==> src/rtl/uart_pkg.sv <==
// Shared UART definitions for uart_tx / uart_rx: FSM states, oversampling default, baud divisors.
// Pure declarations; no logic, no latency, no backpressure.
package uart_pkg;

  typedef enum logic [1:0] {
    ST_IDLE  = 2'd0,
    ST_START = 2'd1,
    ST_DATA  = 2'd2,
    ST_STOP  = 2'd3
  } uart_state_e;

  localparam int OVERSAMPLE_DEF = 8;

  // 50 MHz core clock, 9600 baud; the receive divisor yields 8x ticks
  localparam int BAUD_DIV_TX = 5208;
  localparam int BAUD_DIV_RX = 651;

endpackage

==> src/rtl/uart_rx_sync.sv <==
// Two-flop synchroniser for asynchronous inputs, reset to all-ones (idle line level).
// Latency 2 clk cycles; no backpressure.
module uart_rx_sync #(
  parameter int WIDTH = 1
) (
  input  logic             clk,
  input  logic             rst,
  input  logic [WIDTH-1:0] d_i,
  output logic [WIDTH-1:0] q_o
);

  logic [WIDTH-1:0] meta_q;
  logic [WIDTH-1:0] sync_q;

  always_ff @(posedge clk or posedge rst) begin
    if (rst) begin
      meta_q <= '1;
      sync_q <= '1;
    end else begin
      meta_q <= d_i;
      sync_q <= meta_q;
    end
  end

  assign q_o = sync_q;

endmodule

==> src/rtl/uart_rx.sv <==
// Oversampling UART receiver: start validation at mid-bit, LSB-first data, stop check, valid/ready output.
// Outputs register one clk after the stop-centre tick; a held byte blocks new ones (overrun pulse).
module uart_rx
  import uart_pkg::*;
#(
  parameter int DATA_BITS  = 8,
  parameter int OVERSAMPLE = OVERSAMPLE_DEF
) (
  input  logic                 clk,
  input  logic                 rst,
  input  logic                 baud_tick,
  input  logic                 rx_serial,
  output logic [DATA_BITS-1:0] rx_data,
  output logic                 rx_valid,
  input  logic                 rx_ready,
  output logic                 rx_frame_err,
  output logic                 rx_overrun
);

  localparam int TW = $clog2(OVERSAMPLE);
  localparam int BW = (DATA_BITS > 1) ? $clog2(DATA_BITS) : 1;

  localparam logic [TW-1:0] T_HALF = TW'(OVERSAMPLE / 2 - 1);
  localparam logic [TW-1:0] T_LAST = TW'(OVERSAMPLE - 1);
  localparam logic [BW-1:0] B_LAST = BW'(DATA_BITS - 1);

  logic rx_s;

  uart_state_e          state_q, state_d;
  logic [TW-1:0]        tcnt_q, tcnt_d;
  logic [BW-1:0]        bcnt_q, bcnt_d;
  logic [DATA_BITS-1:0] shift_q, shift_d;
  logic [DATA_BITS-1:0] data_q, data_d;
  logic                 armed_q, armed_d;
  logic                 valid_q, valid_d;
  logic                 ferr_q, ferr_d;
  logic                 ovr_q, ovr_d;

  uart_rx_sync #(.WIDTH(1)) u_sync (
    .clk (clk),
    .rst (rst),
    .d_i (rx_serial),
    .q_o (rx_s)
  );

  always_comb begin
    state_d = state_q;
    tcnt_d  = tcnt_q;
    bcnt_d  = bcnt_q;
    shift_d = shift_q;
    data_d  = data_q;
    armed_d = armed_q;
    valid_d = valid_q && !rx_ready;
    ferr_d  = 1'b0;
    ovr_d   = 1'b0;

    if (baud_tick) begin
      // A start is only believed after the line has been seen high, so a break yields one error
      if (rx_s) armed_d = 1'b1;
      tcnt_d = tcnt_q + 1'b1;
      unique case (state_q)
        ST_IDLE: begin
          if (armed_q && !rx_s) begin
            state_d = ST_START;
            tcnt_d  = '0;
            armed_d = 1'b0;
          end
        end
        ST_START: begin
          if (tcnt_q == T_HALF) begin
            state_d = rx_s ? ST_IDLE : ST_DATA;
            tcnt_d  = '0;
          end
        end
        ST_DATA: begin
          if (tcnt_q == T_LAST) begin
            shift_d = {rx_s, shift_q[DATA_BITS-1:1]};
            if (bcnt_q == B_LAST) begin
              state_d = ST_STOP;
              tcnt_d  = '0;
              bcnt_d  = '0;
            end else begin
              bcnt_d = bcnt_q + 1'b1;
            end
          end
        end
        ST_STOP: begin
          if (tcnt_q == T_LAST) begin
            state_d = ST_IDLE;
            tcnt_d  = '0;
            if (!rx_s) begin
              ferr_d  = 1'b1;
              armed_d = 1'b0;
            end else if (!valid_q || rx_ready) begin
              data_d  = shift_q;
              valid_d = 1'b1;
            end else begin
              ovr_d = 1'b1;
            end
          end
        end
        default: state_d = ST_IDLE;
      endcase
    end
  end

  always_ff @(posedge clk or posedge rst) begin
    if (rst) begin
      state_q <= ST_IDLE;
      tcnt_q  <= '0;
      bcnt_q  <= '0;
      shift_q <= '0;
      data_q  <= '0;
      armed_q <= 1'b0;
      valid_q <= 1'b0;
      ferr_q  <= 1'b0;
      ovr_q   <= 1'b0;
    end else begin
      state_q <= state_d;
      tcnt_q  <= tcnt_d;
      bcnt_q  <= bcnt_d;
      shift_q <= shift_d;
      data_q  <= data_d;
      armed_q <= armed_d;
      valid_q <= valid_d;
      ferr_q  <= ferr_d;
      ovr_q   <= ovr_d;
    end
  end

  assign rx_data      = data_q;
  assign rx_valid     = valid_q;
  assign rx_frame_err = ferr_q;
  assign rx_overrun   = ovr_q;

endmodule

==> config.mk <==
export PLATFORM = sky130hd
export DESIGN_NAME = uart_rx
export DESIGN_NICKNAME = d
export VERILOG_FILES = /design/src/rtl/uart_pkg.sv /design/src/rtl/uart_rx_sync.sv /design/src/rtl/uart_rx.sv
export SDC_FILE = /design/constraint.sdc
export NUM_CORES = 1
export LEC_CHECK = 0
export ABC_AREA = 1
export CORE_MARGIN = 2
export CORE_UTILIZATION = 59
export CTS_BUF_LIST = sky130_fd_sc_hd__clkbuf_8
export DETAILED_ROUTE_END_ITERATION = 12
export DONT_BUFFER_PORTS = 1
export PLACE_DENSITY = 0.76
export SKIP_CTS_REPAIR_TIMING = 1
export SLEW_MARGIN = 20
export SYNTH_ARGS = -nofsm -noshare
export SYNTH_HDL_FRONTEND = slang
export SYNTH_SLANG_ARGS = --single-unit
==> constraint.sdc <==
create_clock -name clk -period 1.65 [get_ports clk]
set_input_delay 0.0825 -clock clk [delete_from_list [all_inputs] [get_ports clk]]
set_output_delay 0.0825 -clock clk [all_outputs]
set_load 0.02 [all_outputs]
* Word-level counts from Yosys, hierarchy flattened *
Index checks and enable logic that the tools add are counted.

word-level totals
  flip-flop bits (word level) = 30
  bits of input ports = 5
  logic and storage cells = 67

operators by class
  $add $sub $neg = 2
  equal/unequal tests = 11
  muxes and demuxes = 33
  reductions and logical operators = 10

operators with widths
  cell                 count
  $mux 1               18
  $mux 3               6
  $mux 2               6
  $pmux 3 s4           1
  $ne 2x2->1 const B   5
  $pmux 2 s4           1
  $add 3x1->3 const B  2
  $eq 3x3->1 const B   2
  $reduce_and 6->1     1
  $reduce_and 5->1     1
  $eq 2x2->1 const B   2
  $eq 3x2->1 const B   1
  $logic_not 1->1      3
  $reduce_and 3->1     1
  $eq 2x1->1 const B   1
  $logic_and 1x1->1    2
  $logic_not 2->1      1
  $pmux 1 s2           1
  $logic_or 1x1->1     1

* Longest topological paths before layout *
Gate-level depths: netlist of the first run.

  word-level depth = 7
  depth in mapped cells = 9

* Cells and area by module *
A second synthesis of the first run with hierarchy kept.

second synthesis, totals
  cells, all modules = 158
  area, all modules = 1471.4 um^2

modules (own cells, without submodules)
  module        times used  cells an instance  area an instance (um^2)
  uart_rx       1           155                1415.1
  uart_rx_sync  1           3                  56.3

* Worst setup path after synthesis of the first run *
No wires, ideal clock.

  path type = register to register
  start = register state_q[0]
  end = register bcnt_q[1]
  setup time = 0.125 ns
  arrival time = 1.337 ns
  slack = 0.189 ns
  stages on the path, launching flop included = 6
  buffers on the path = 1
  period minus slack after synthesis = 1.461 ns
  cell sequence = dfrtp_1 -> inv_1 -> ha_1 -> nand4_1 -> buf_2 -> mux2_2

on the way
  cells in the longest elaborated chain, start to end = 2

RTL lines
  what                               RTL line        RTL
  start: declaration                 uart_rx.sv:29   uart_state_e state_q, state_d;
  start signal: assignment           uart_rx.sv:119  state_q <= state_d;
  $eq 2x2->1                         uart_rx.sv:61   unique case (state_q)
  $reduce_and 3->1 (no source line)  n/a
  end signal: assignment             uart_rx.sv:121  bcnt_q <= bcnt_d;
  end: declaration                   uart_rx.sv:31   logic [BW-1:0] bcnt_q, bcnt_d;

Every way passes these cells.
A chain may end at the register's enable or synchronous reset.

* Worst setup path after layout of the first run *
  start = register state_q[0]
  end = register shift_q[0]

on the way
  cells in the longest elaborated chain, start to end = 2

RTL lines
  what                               RTL line        RTL
  $eq 2x2->1                         uart_rx.sv:61
  $reduce_and 3->1 (no source line)  n/a
  end signal: assignment             uart_rx.sv:122  shift_q <= shift_d;
  end: declaration                   uart_rx.sv:32   logic [DATA_BITS-1:0] shift_q, shift_d;

Every way passes these cells.

==> results of run 1 <==
==> registers in the layout, indices dropped and copies added (netlist names), named ones only <==
register / flops
tcnt_q: 3
u_sync.q_o: 1
rx_overrun: 1
rx_valid: 1
bcnt_q: 3
armed_q: 1
rx_frame_err: 1
rx_data: 8
shift_q: 8
u_sync.meta_q: 1
state_q: 1
==> final cells by class <==
cell class / count / area, um2 / area share (%)
Multi-Input combinational cell: 99 / 578 / 36.1
Timing Repair Buffer: 6 / 52.6 / 3.28
Inverter: 24 / 90.1 / 5.63
Clock inverter: 2 / 8.76 / 0.547
Sequential cell: 30 / 753 / 47.1
Tap cell: 28 / 35.0 / 2.19
Clock buffer: 6 / 82.6 / 5.16
==> final timing paths <==
path                                    startpoint                      to  cells past startpoint
max                         state_q[0]$_DFFE_PP0P_  shift_q[0]$_DFFE_PP0P_                      6
min                                      baud_tick   tcnt_q[1]$_DFFE_PP0P_                      4
max reg2reg                 state_q[0]$_DFFE_PP0P_  shift_q[0]$_DFFE_PP0P_                      6
min reg2reg                u_sync.meta_q$_DFF_PP1_    u_sync.q_o$_DFF_PP1_                      0
max in group asynchronous                      rst    u_sync.q_o$_DFF_PP1_                      3
min in group asynchronous                      rst  state_q[0]$_DFFE_PP0P_                      3
==> power by group through the flow <==
stage                     Sequential, mW  Combinational (mW)  Clock (mW)
after floorplan                    0.912               0.397           0
after global placement             0.927               0.476           0
after detailed placement           0.938               0.516           0
after CTS                          0.926               0.524       0.596
after global routing               0.940               0.634       0.638
final                              0.928               0.545       0.580
==> metrics by stage <==
step | utilization (%) | setup slack [ns] | hold WS (ns)
4_1_cts | 69.1 | 0.0765 | -0.226
5_1_grt | 71.0 | -0.00477 | 0.0249
6_report | 71.0 | 0.129 | 0.0198
2_1_floorplan | - | 0.189 | 0.0870
3_5_place_dp | 65.1 | 0.0922 | 0.0725
3_3_place_gp | 65.1 | 0.164 | 0.0569
==> per-layer routing <==
layer / wire length (um) / up-vias / global-route usage, %
li1: - / 512 / -
met4: 40 / 0 / 8.97
met3: 151 / 5 / 7.91
met1: 1080 / 470 / 23.3
met2: 1280 / 31 / 36.2
met5: 0 / - / 0
==> synthesized netlist by cell type (2+ instances only) <==
library cell  count
a21oi_1           6
dfrtp_1          28
dfstp_2           2
ha_1             10
inv_1            24
mux2_2            2
nand2_1          42
nand2_2           2
nand3_1           4
nand4_1           2
nor2_1            9
o21ai_0          10
o21ai_2           7
==> worst reg2reg max path, cell delays in order, from the launching register on <==
cell and delay [ns]:
dfrtp_1 0.44, inv_1 0.11, ha_1 0.17, nand4_1 0.24, buf_4 0.27, nand2_1 0.08, o21ai_0 0.09
==> kinds of logic after synthesis <==
logic type	synth area share, %
AND/OR/NAND/NOR	18.1
flip-flops	52.7
buffers and inverters	7.70
AO/OA/AOI/OAI	11.2
adder cells (fa/ha/maj)	8.75
multiplexers	1.57
==> impl_metrics.env, run 1 <==
export IMPL_setup_viol=0
export IMPL_vdd_drop_max_mv=1.07
export IMPL_drive_above_1_share_pct=15.6
export IMPL_p_leak_nw=0.812
export IMPL_num_antenna_cells=0
export IMPL_fin_crit_ns=1.52
export IMPL_place_inst=184
export IMPL_grt_pass1_vias=958
export IMPL_tns_ns=0
export IMPL_synthFlopType="dfrtp_1"
export IMPL_finalMaxSlewViolations=0
export IMPL_worstSkewPairLatency_ns=0.27
export IMPL_fp_row_count=17
export IMPL_core_um2=2250
export IMPL_crit_arrival_ns=1.67
export IMPL_worstMarginPinSlew_ns=0.371
export IMPL_slowest_delay_ns=0.44
export IMPL_htree_num_levels=2
export IMPL_syn_nets=171
export IMPL_place_area_um2=1470
export IMPL_layout_common_cells="nand2_1, dfrtp_1, inv_1, o21ai_0, ha_1"
export IMPL_max_freq_mhz=657
export IMPL_nFillCells=172
export IMPL_power_density_nw_per_um2=1280
export IMPL_grt_overflow=0
export IMPL_path_max_fanout=16
export IMPL_ys_ff_latch=30
export IMPL_synth_avg_cell_area_um2=9.17
export IMPL_gp_congestion=0.880
export IMPL_final_common_cell="nand2_1"
export IMPL_async_reset_ff_share_pct=100
export IMPL_dr_pass1_iters=4
export IMPL_crit_type="reg -> reg"
export IMPL_clockRootBuffer="clkbuf_8"
export IMPL_drtAntennaViolNets=0
export IMPL_initial_utilization_pct=63.4
export IMPL_finalNonFillerCells=195
export IMPL_cp_data_required_time_ns=1.80
export IMPL_vias=1018
export IMPL_antenna_found_initial=0
export IMPL_ys_seq_area_share_pct=52.7
export IMPL_p_switching_mw=0.685
export IMPL_grt_usage_pct=21.2
export IMPL_ios=16
export IMPL_ctsLongestPathBuffers=2
export IMPL_synthesis_area_um2=1430
export IMPL_synthTopCellsByArea="dfrtp_1, nand2_1, ha_1"
export IMPL_yosys_area_top_type="dfrtp_1"
export IMPL_cts_tree="built"
export IMPL_synth_top_area_share_pct=49.0
export IMPL_wire_per_inst_um=13.1
export IMPL_crit_path_start_kind="register"
export IMPL_io_buffers=0
export IMPL_synth_cells=156
export IMPL_cts_sinks=30
export IMPL_syn_to_final_growth_pct=11.9
export IMPL_ff2ff_setup_slack_ns=0.13
export IMPL_slowest_stage="dfrtp_1"
export IMPL_fin_crit_sh_pct=92.2
export IMPL_finClkSkew_ns=0.00327
export IMPL_fin_nets=181
export IMPL_vias_per_cell=5.22
export IMPL_status="finished clean"
export IMPL_p_comb_share_pct=26.5
export IMPL_die_y_um=53.2
export IMPL_internal_power_mw=1.37
export IMPL_power_mw=2.05
export IMPL_critPathBufInv=2
export IMPL_ys_types=21
export IMPL_die_x_um=53.2
export IMPL_dp_hpwl_um=1830
export IMPL_cp_end_kind="register"
export IMPL_drv_cap=0
export IMPL_yosys_warnings=0
export IMPL_hold_class="in -> reg"
export IMPL_grt_first_pass_wirelength_um=4080
export IMPL_synth_edf_count=0
export IMPL_cpLargestDelayFamily="flip-flops"
export IMPL_power_share_clock_pct=28.3
export IMPL_hold_viol=0
export IMPL_path_clk_slew_ns=0.06
export IMPL_die_area_um2=2830
export IMPL_fin_area_um2=1600
export IMPL_numCtsBuffers=5
export IMPL_crit_path_cell_trace="inv_1, ha_1, nand4_1, buf_4, nand2_1, o21ai_0"
export IMPL_p_seq_share_pct=45.2
export IMPL_relSlewSlack_pct=75.3
export IMPL_wl_um=2550
export IMPL_drc_errors=0
export IMPL_switching_share_pct=33.4
export IMPL_grt_max_degree=31
export IMPL_drt_initial_drc_count=30
Power figures use the tool's default switching activity.
==> run 2, diff against run 1 <==
==> constraint.sdc (replaced) <==
create_clock -name clk -period 1.65 [get_ports clk]
set_input_delay 0.0825 -clock clk [delete_from_list [all_inputs] [get_ports clk]]
set_output_delay 0.0825 -clock clk [all_outputs]
set_load 0.1 [all_outputs]
==> impl_metrics.env, run 2 (synthesis gave the netlist of run 1 again) <==
export IMPL_cpLargestDelayFamily="simple AND/OR/NAND/NOR gates"
export IMPL_fin_nets=193
export IMPL_grt_first_pass_wirelength_um=4380
export IMPL_slowest_stage="dfrtp_1"
export IMPL_place_inst=195
export IMPL_fp_row_count=17
export IMPL_rsz0062_at_grt="false"
export IMPL_relSlewSlack_pct=74.8
export IMPL_initial_utilization_pct=63.4
export IMPL_power_share_clock_pct=28.8
export IMPL_antenna_found_initial=0
export IMPL_vias_per_cell=5.20
export IMPL_hold_class="in -> reg"
export IMPL_final_common_cell="nand2_1"
export IMPL_crit_path_start_kind="register"
export IMPL_syn_to_final_growth_pct=18.0
export IMPL_cts_tree="built"
export IMPL_drt_initial_drc_count=29
export IMPL_power_mw=2.07
export IMPL_grt_use_met2_pct=39.3
export IMPL_switching_share_pct=33.5
export IMPL_die_y_um=53.2
export IMPL_ctsLongestPathBuffers=2
export IMPL_drv_cap=0
export IMPL_gp_congestion=0.931
export IMPL_cpMostUsedCell="nand2_1"
export IMPL_drc_errors=0
export IMPL_finClkSkew_ns=0.00514
export IMPL_fin_crit_sh_pct=92.1
export IMPL_ios=16
export IMPL_worstMarginPinSlew_ns=0.378
export IMPL_grt_usage_pct=22.6
export IMPL_fin_crit_ns=1.52
export IMPL_path_max_fanout=5
export IMPL_numCtsBuffers=5
export IMPL_dr_pass1_iters=4
export IMPL_grt_overflow=0
export IMPL_top_usage_layer="met2"
export IMPL_setup_viol=0
export IMPL_finalMaxSlewViolations=0
export IMPL_internal_power_mw=1.38
export IMPL_path_clk_slew_ns=0.06
export IMPL_clockRootBuffer="clkbuf_8"
export IMPL_post_place_ws_ns=0.0723
export IMPL_hold_viol=0
export IMPL_status="finished clean"
export IMPL_htree_num_levels=2
export IMPL_utilization_pct=74.9
export IMPL_die_x_um=53.2
export IMPL_nFillCells=163
export IMPL_io_buffers=0
export IMPL_wl_um=2640
export IMPL_drtAntennaViolNets=0
export IMPL_grt_max_degree=31
export IMPL_worstSkewPairLatency_ns=0.28
export IMPL_dp_hpwl_um=1870
export IMPL_crit_type="reg -> reg"
export IMPL_cp_data_required_time_ns=1.82
export IMPL_cts_sinks=30
export IMPL_power_density_nw_per_um2=1230
export IMPL_vias=1076
export IMPL_num_antenna_cells=0
export IMPL_grt_util_met1_pct=24.4
export IMPL_vdd_drop_max_mv=1.12
export IMPL_slowest_delay_ns=0.40
export IMPL_drive_above_1_share_pct=21.2
export IMPL_critPathBufInv=2
export IMPL_crit_arrival_ns=1.69
export IMPL_max_freq_mhz=658
export IMPL_p_seq_share_pct=44.5
export IMPL_p_switching_mw=0.695
export IMPL_wire_per_inst_um=12.8
export IMPL_finalNonFillerCells=207
export IMPL_tns_ns=0
export IMPL_layout_common_cells="nand2_1, dfrtp_1, inv_1, buf_4, o21ai_0"
export IMPL_die_area_um2=2830
export IMPL_layout_setup_ws_ns=0.130
export IMPL_p_comb_share_pct=26.7
export IMPL_use_met3_pct=8.47
export IMPL_grt_pass1_vias=1037
export IMPL_crit_path_cell_trace="inv_1, ha_1, buf_4, nand2_1, nand2_1, nor2_1, nand2_1, nand2_1, o21ai_1"
export IMPL_core_um2=2250
export IMPL_p_leak_nw=0.872
export IMPL_cp_end_kind="register"
==> run 2: worst register-to-register path: stages, from the launching register on <==
cell and delay (ns):
dfrtp_1 0.40, inv_1 0.09, ha_1 0.22, buf_4 0.15, nand2_1 0.08, nand2_1 0.07, nor2_1 0.18, nand2_1 0.10
nand2_1 0.07, o21ai_1 0.06
==> run 2: area by class of cell <==
type                       instances  area (um2)  share of cell area [%]
tap                               28        35.0                    2.08
clock buffer                       6        82.6                    4.89
clock inverter                     2        8.76                   0.519
sequential                        30         754                    44.7
timing repair buffer              18         143                    8.45
multi-input combinational         99         574                    34.0
inverter                          24        90.1                    5.34
==> run 2: per-layer routing <==
layer,vias to the layer above,share of wire [%]
li1,531,-
met1,506,41
met2,34,51
met3,5,5.6
met4,0,1.7
met5,-,0
==> run 2: worst paths after layout <==
kind | start | to | slack (ns) | cells past startpoint
min in group asynchronous | rst | shift_q[1]$_DFFE_PP0P_ | 0.31 | 3
max in group asynchronous | rst | u_sync.meta_q$_DFF_PP1_ | 1.03 | 3
worst max register to register | state_q[0]$_DFFE_PP0P_ | state_q[0]$_DFFE_PP0P_ | 0.13 | 9
worst min register to register | u_sync.meta_q$_DFF_PP1_ | u_sync.q_o$_DFF_PP1_ | 0.36 | 0
worst max-delay path | state_q[0]$_DFFE_PP0P_ | state_q[0]$_DFFE_PP0P_ | 0.13 | 9
worst min-delay path | baud_tick | tcnt_q[1]$_DFFE_PP0P_ | 0.01 | 4
==> run 2: power by group through the flow <==
| stage | sequential (mW) | combinational [mW] | clock (mW) |
|---|---|---|---|
| final | 0.922 | 0.554 | 0.597 |
| after global routing | 0.932 | 0.650 | 0.637 |
| after global placement | 0.928 | 0.473 | 0 |
| after CTS | 0.923 | 0.515 | 0.614 |
| after floorplan | 0.914 | 0.397 | 0 |
| after detailed placement | 0.934 | 0.508 | 0 |
==> run 2: stage by stage <==
stage / hold WS (ns) / area, um2
floorplan: 0.0870 / 1430
global placement: 0.0614 / 1550
detailed placement: 0.0696 / 1550
CTS: -0.239 / 1640
global route: 0.0334 / 1690
finish: 0.0139 / 1690
==> run 3, diff against run 2 <==
- ABC_AREA: 1 -> unset
==> impl_metrics.env, run 3 <==
export IMPL_vias_per_cell=5.47
export IMPL_numCtsBuffers=5
export IMPL_setup_viol=0
export IMPL_ff2ff_setup_slack_ns=0.05
export IMPL_htree_num_levels=2
export IMPL_grt_overflow=0
export IMPL_wl_um=2250
export IMPL_gp_congestion=0.758
export IMPL_crit_path_cell_trace="ha_2, and3_2, nand3_4, nor2b_4, buf_12, mux2_4"
export IMPL_clockRootBuffer="clkbuf_8"
export IMPL_layout_common_cells="dfrtp_1, buf_4, mux2_2, mux2_4"
export IMPL_max_freq_mhz=624
export IMPL_grt_usage_pct=19.5
export IMPL_vdd_drop_max_mv=1.06
export IMPL_synthFlopType="dfrtp_1"
export IMPL_place_inst=145
export IMPL_drt_initial_drc_count=16
export IMPL_worstSkewPairLatency_ns=0.28
export IMPL_core_um2=2250
export IMPL_slowest_stage="dfrtp_1"
export IMPL_synth_cells=104
export IMPL_hold_worst_slack_ns=-0.0637
export IMPL_cpLargestDelayFamily="simple AND/OR/NAND/NOR gates"
export IMPL_antenna_found_initial=0
export IMPL_cp_depth=6
export IMPL_path_clk_slew_ns=0.06
export IMPL_tns_ns=0
export IMPL_fin_crit_ns=1.60
export IMPL_relSlewSlack_pct=75.6
export IMPL_worstMarginPinSlew_ns=0.366
export IMPL_cts_sinks=30
export IMPL_crit_arrival_ns=1.77
export IMPL_fin_crit_sh_pct=97.2
export IMPL_crit_start="tcnt_q[1]$_DFFE_PP0P_"
export IMPL_yosys_area_top_type="dfrtp_1"
export IMPL_cp_data_required_time_ns=1.82
export IMPL_status="finished, violations left"
export IMPL_violations="hold timing"
export IMPL_hold_class="in -> reg"
export IMPL_power_density_nw_per_um2=1260
export IMPL_io_buffers=0
export IMPL_utilization_pct=75.1
export IMPL_grt_first_pass_wirelength_um=3800
export IMPL_fin_nets=143
export IMPL_syn_to_final_growth_pct=18.1
export IMPL_wire_per_inst_um=14.4
export IMPL_drtAntennaViolNets=0
export IMPL_synthTopCellsByArea="dfrtp_1, ha_1, mux2_4"
export IMPL_initial_utilization_pct=63.6
export IMPL_r2r_cells=6
export IMPL_ctsLongestPathBuffers=2
export IMPL_num_antenna_cells=0
export IMPL_dr_pass1_iters=4
export IMPL_synth_edf_count=0
export IMPL_ios=16
export IMPL_yosys_warnings=0
export IMPL_synth_avg_cell_area_um2=13.8
export IMPL_die_area_um2=2840
export IMPL_hp_start="baud_tick"
export IMPL_yosys_top_cells_count="dfrtp_1, ha_1, mux2_2"
export IMPL_place_area_um2=1560
export IMPL_die_x_um=53.3
export IMPL_reg2reg_to="rx_data[4]$_DFFE_PP0P_"
export IMPL_power_mw=2.13
export IMPL_grt_max_degree=31
export IMPL_critPathBufInv=1
export IMPL_synthesis_area_um2=1430
export IMPL_ys_ff_latch=30
export IMPL_fin_area_um2=1690
export IMPL_final_common_cell="dfrtp_1"
export IMPL_die_y_um=53.3
export IMPL_nFillCells=156
export IMPL_vias=854
export IMPL_drive_above_1_share_pct=42.2
export IMPL_cts_tree="built"
export IMPL_drc_errors=0
export IMPL_dp_hpwl_um=1580
export IMPL_ys_types=35
export IMPL_p_leak_nw=0.862
export IMPL_cp_end_kind="register"
export IMPL_crit_type="reg -> reg"
export IMPL_layout_setup_ws_ns=0.0466
export IMPL_crit_path_start_kind="register"
export IMPL_syn_nets=119
export IMPL_finClkSkew_ns=0.00958
export IMPL_finalNonFillerCells=156
export IMPL_post_place_ws_ns=-0.0454
export IMPL_hold_viol=6
export IMPL_fp_row_count=17
export IMPL_grt_pass1_vias=891
export IMPL_synth_most_common_cell="dfrtp_1"
export IMPL_synth_top_area_share_pct=48.9
export IMPL_drv_cap=0
export IMPL_ys_seq_area_share_pct=52.5
export IMPL_endpoint="rx_data[4]$_DFFE_PP0P_"
export IMPL_rsz0062_at_grt="true"
export IMPL_finalMaxSlewViolations=0
export IMPL_reg2reg_from="tcnt_q[1]$_DFFE_PP0P_"
export IMPL_async_reset_ff_share_pct=100
export IMPL_path_max_fanout=8
export IMPL_slowest_delay_ns=0.38
-- run 3: cell type report --
class,instances,area [um2],share of cell area (%)
inverter,7,26.3,1.55
tap,28,35.0,2.07
sequential,30,754,44.5
clock inverter,2,10.0,0.591
timing repair buffer,20,170,10.0
multi-input combinational,64,629,37.1
clock buffer,5,68.8,4.06
-- run 3: cells by family (layout without fill, tap and decap cells) --
logic type	after synthesis	count (layout)	synth area share, %
flip-flops	30	30	52.5
AO/OA/AOI/OAI	13	13	6.89
multiplexers	21	21	18.3
adder cells (fa/ha/maj)	10	10	8.73
AND/OR/NAND/NOR	19	19	8.81
XOR/XNOR	1	1	0.611
buffers and inverters	10	34	4.10
-- run 3: how the worst min path moves through the flow --
stage,to,slack (ns),cells after the start
finish,rx_valid$_DFF_PP0_,-0.06,2
CTS,shift_q[3]$_DFFE_PP0P_,-0.24,2
global placement,bcnt_q[1]$_DFFE_PP0P_,0.06,2
detailed placement,shift_q[3]$_DFFE_PP0P_,0.07,2
floorplan,u_sync.meta_q$_DFF_PP1_,0.09,0
global route,rx_valid$_DFF_PP0_,-0.05,2
-- run 3: power by group --
part | internal (mW) | switching, mW | leakage (nW)
combinational | 0.325 | 0.345 | 0.419
clock | 0.282 | 0.265 | 0.0438
sequential | 0.836 | 0.0744 | 0.399
total | 1.44 | 0.684 | 0.862
-- run 3: routing by layer --
metal  GRT usage (%)  routed length [um]  vias up
met2            29.6                1020       30
met4            11.5                  76        0
met5               0                   0        -
li1                -                   -      408
met1            24.2                1050      408
met3            5.93                 112        8
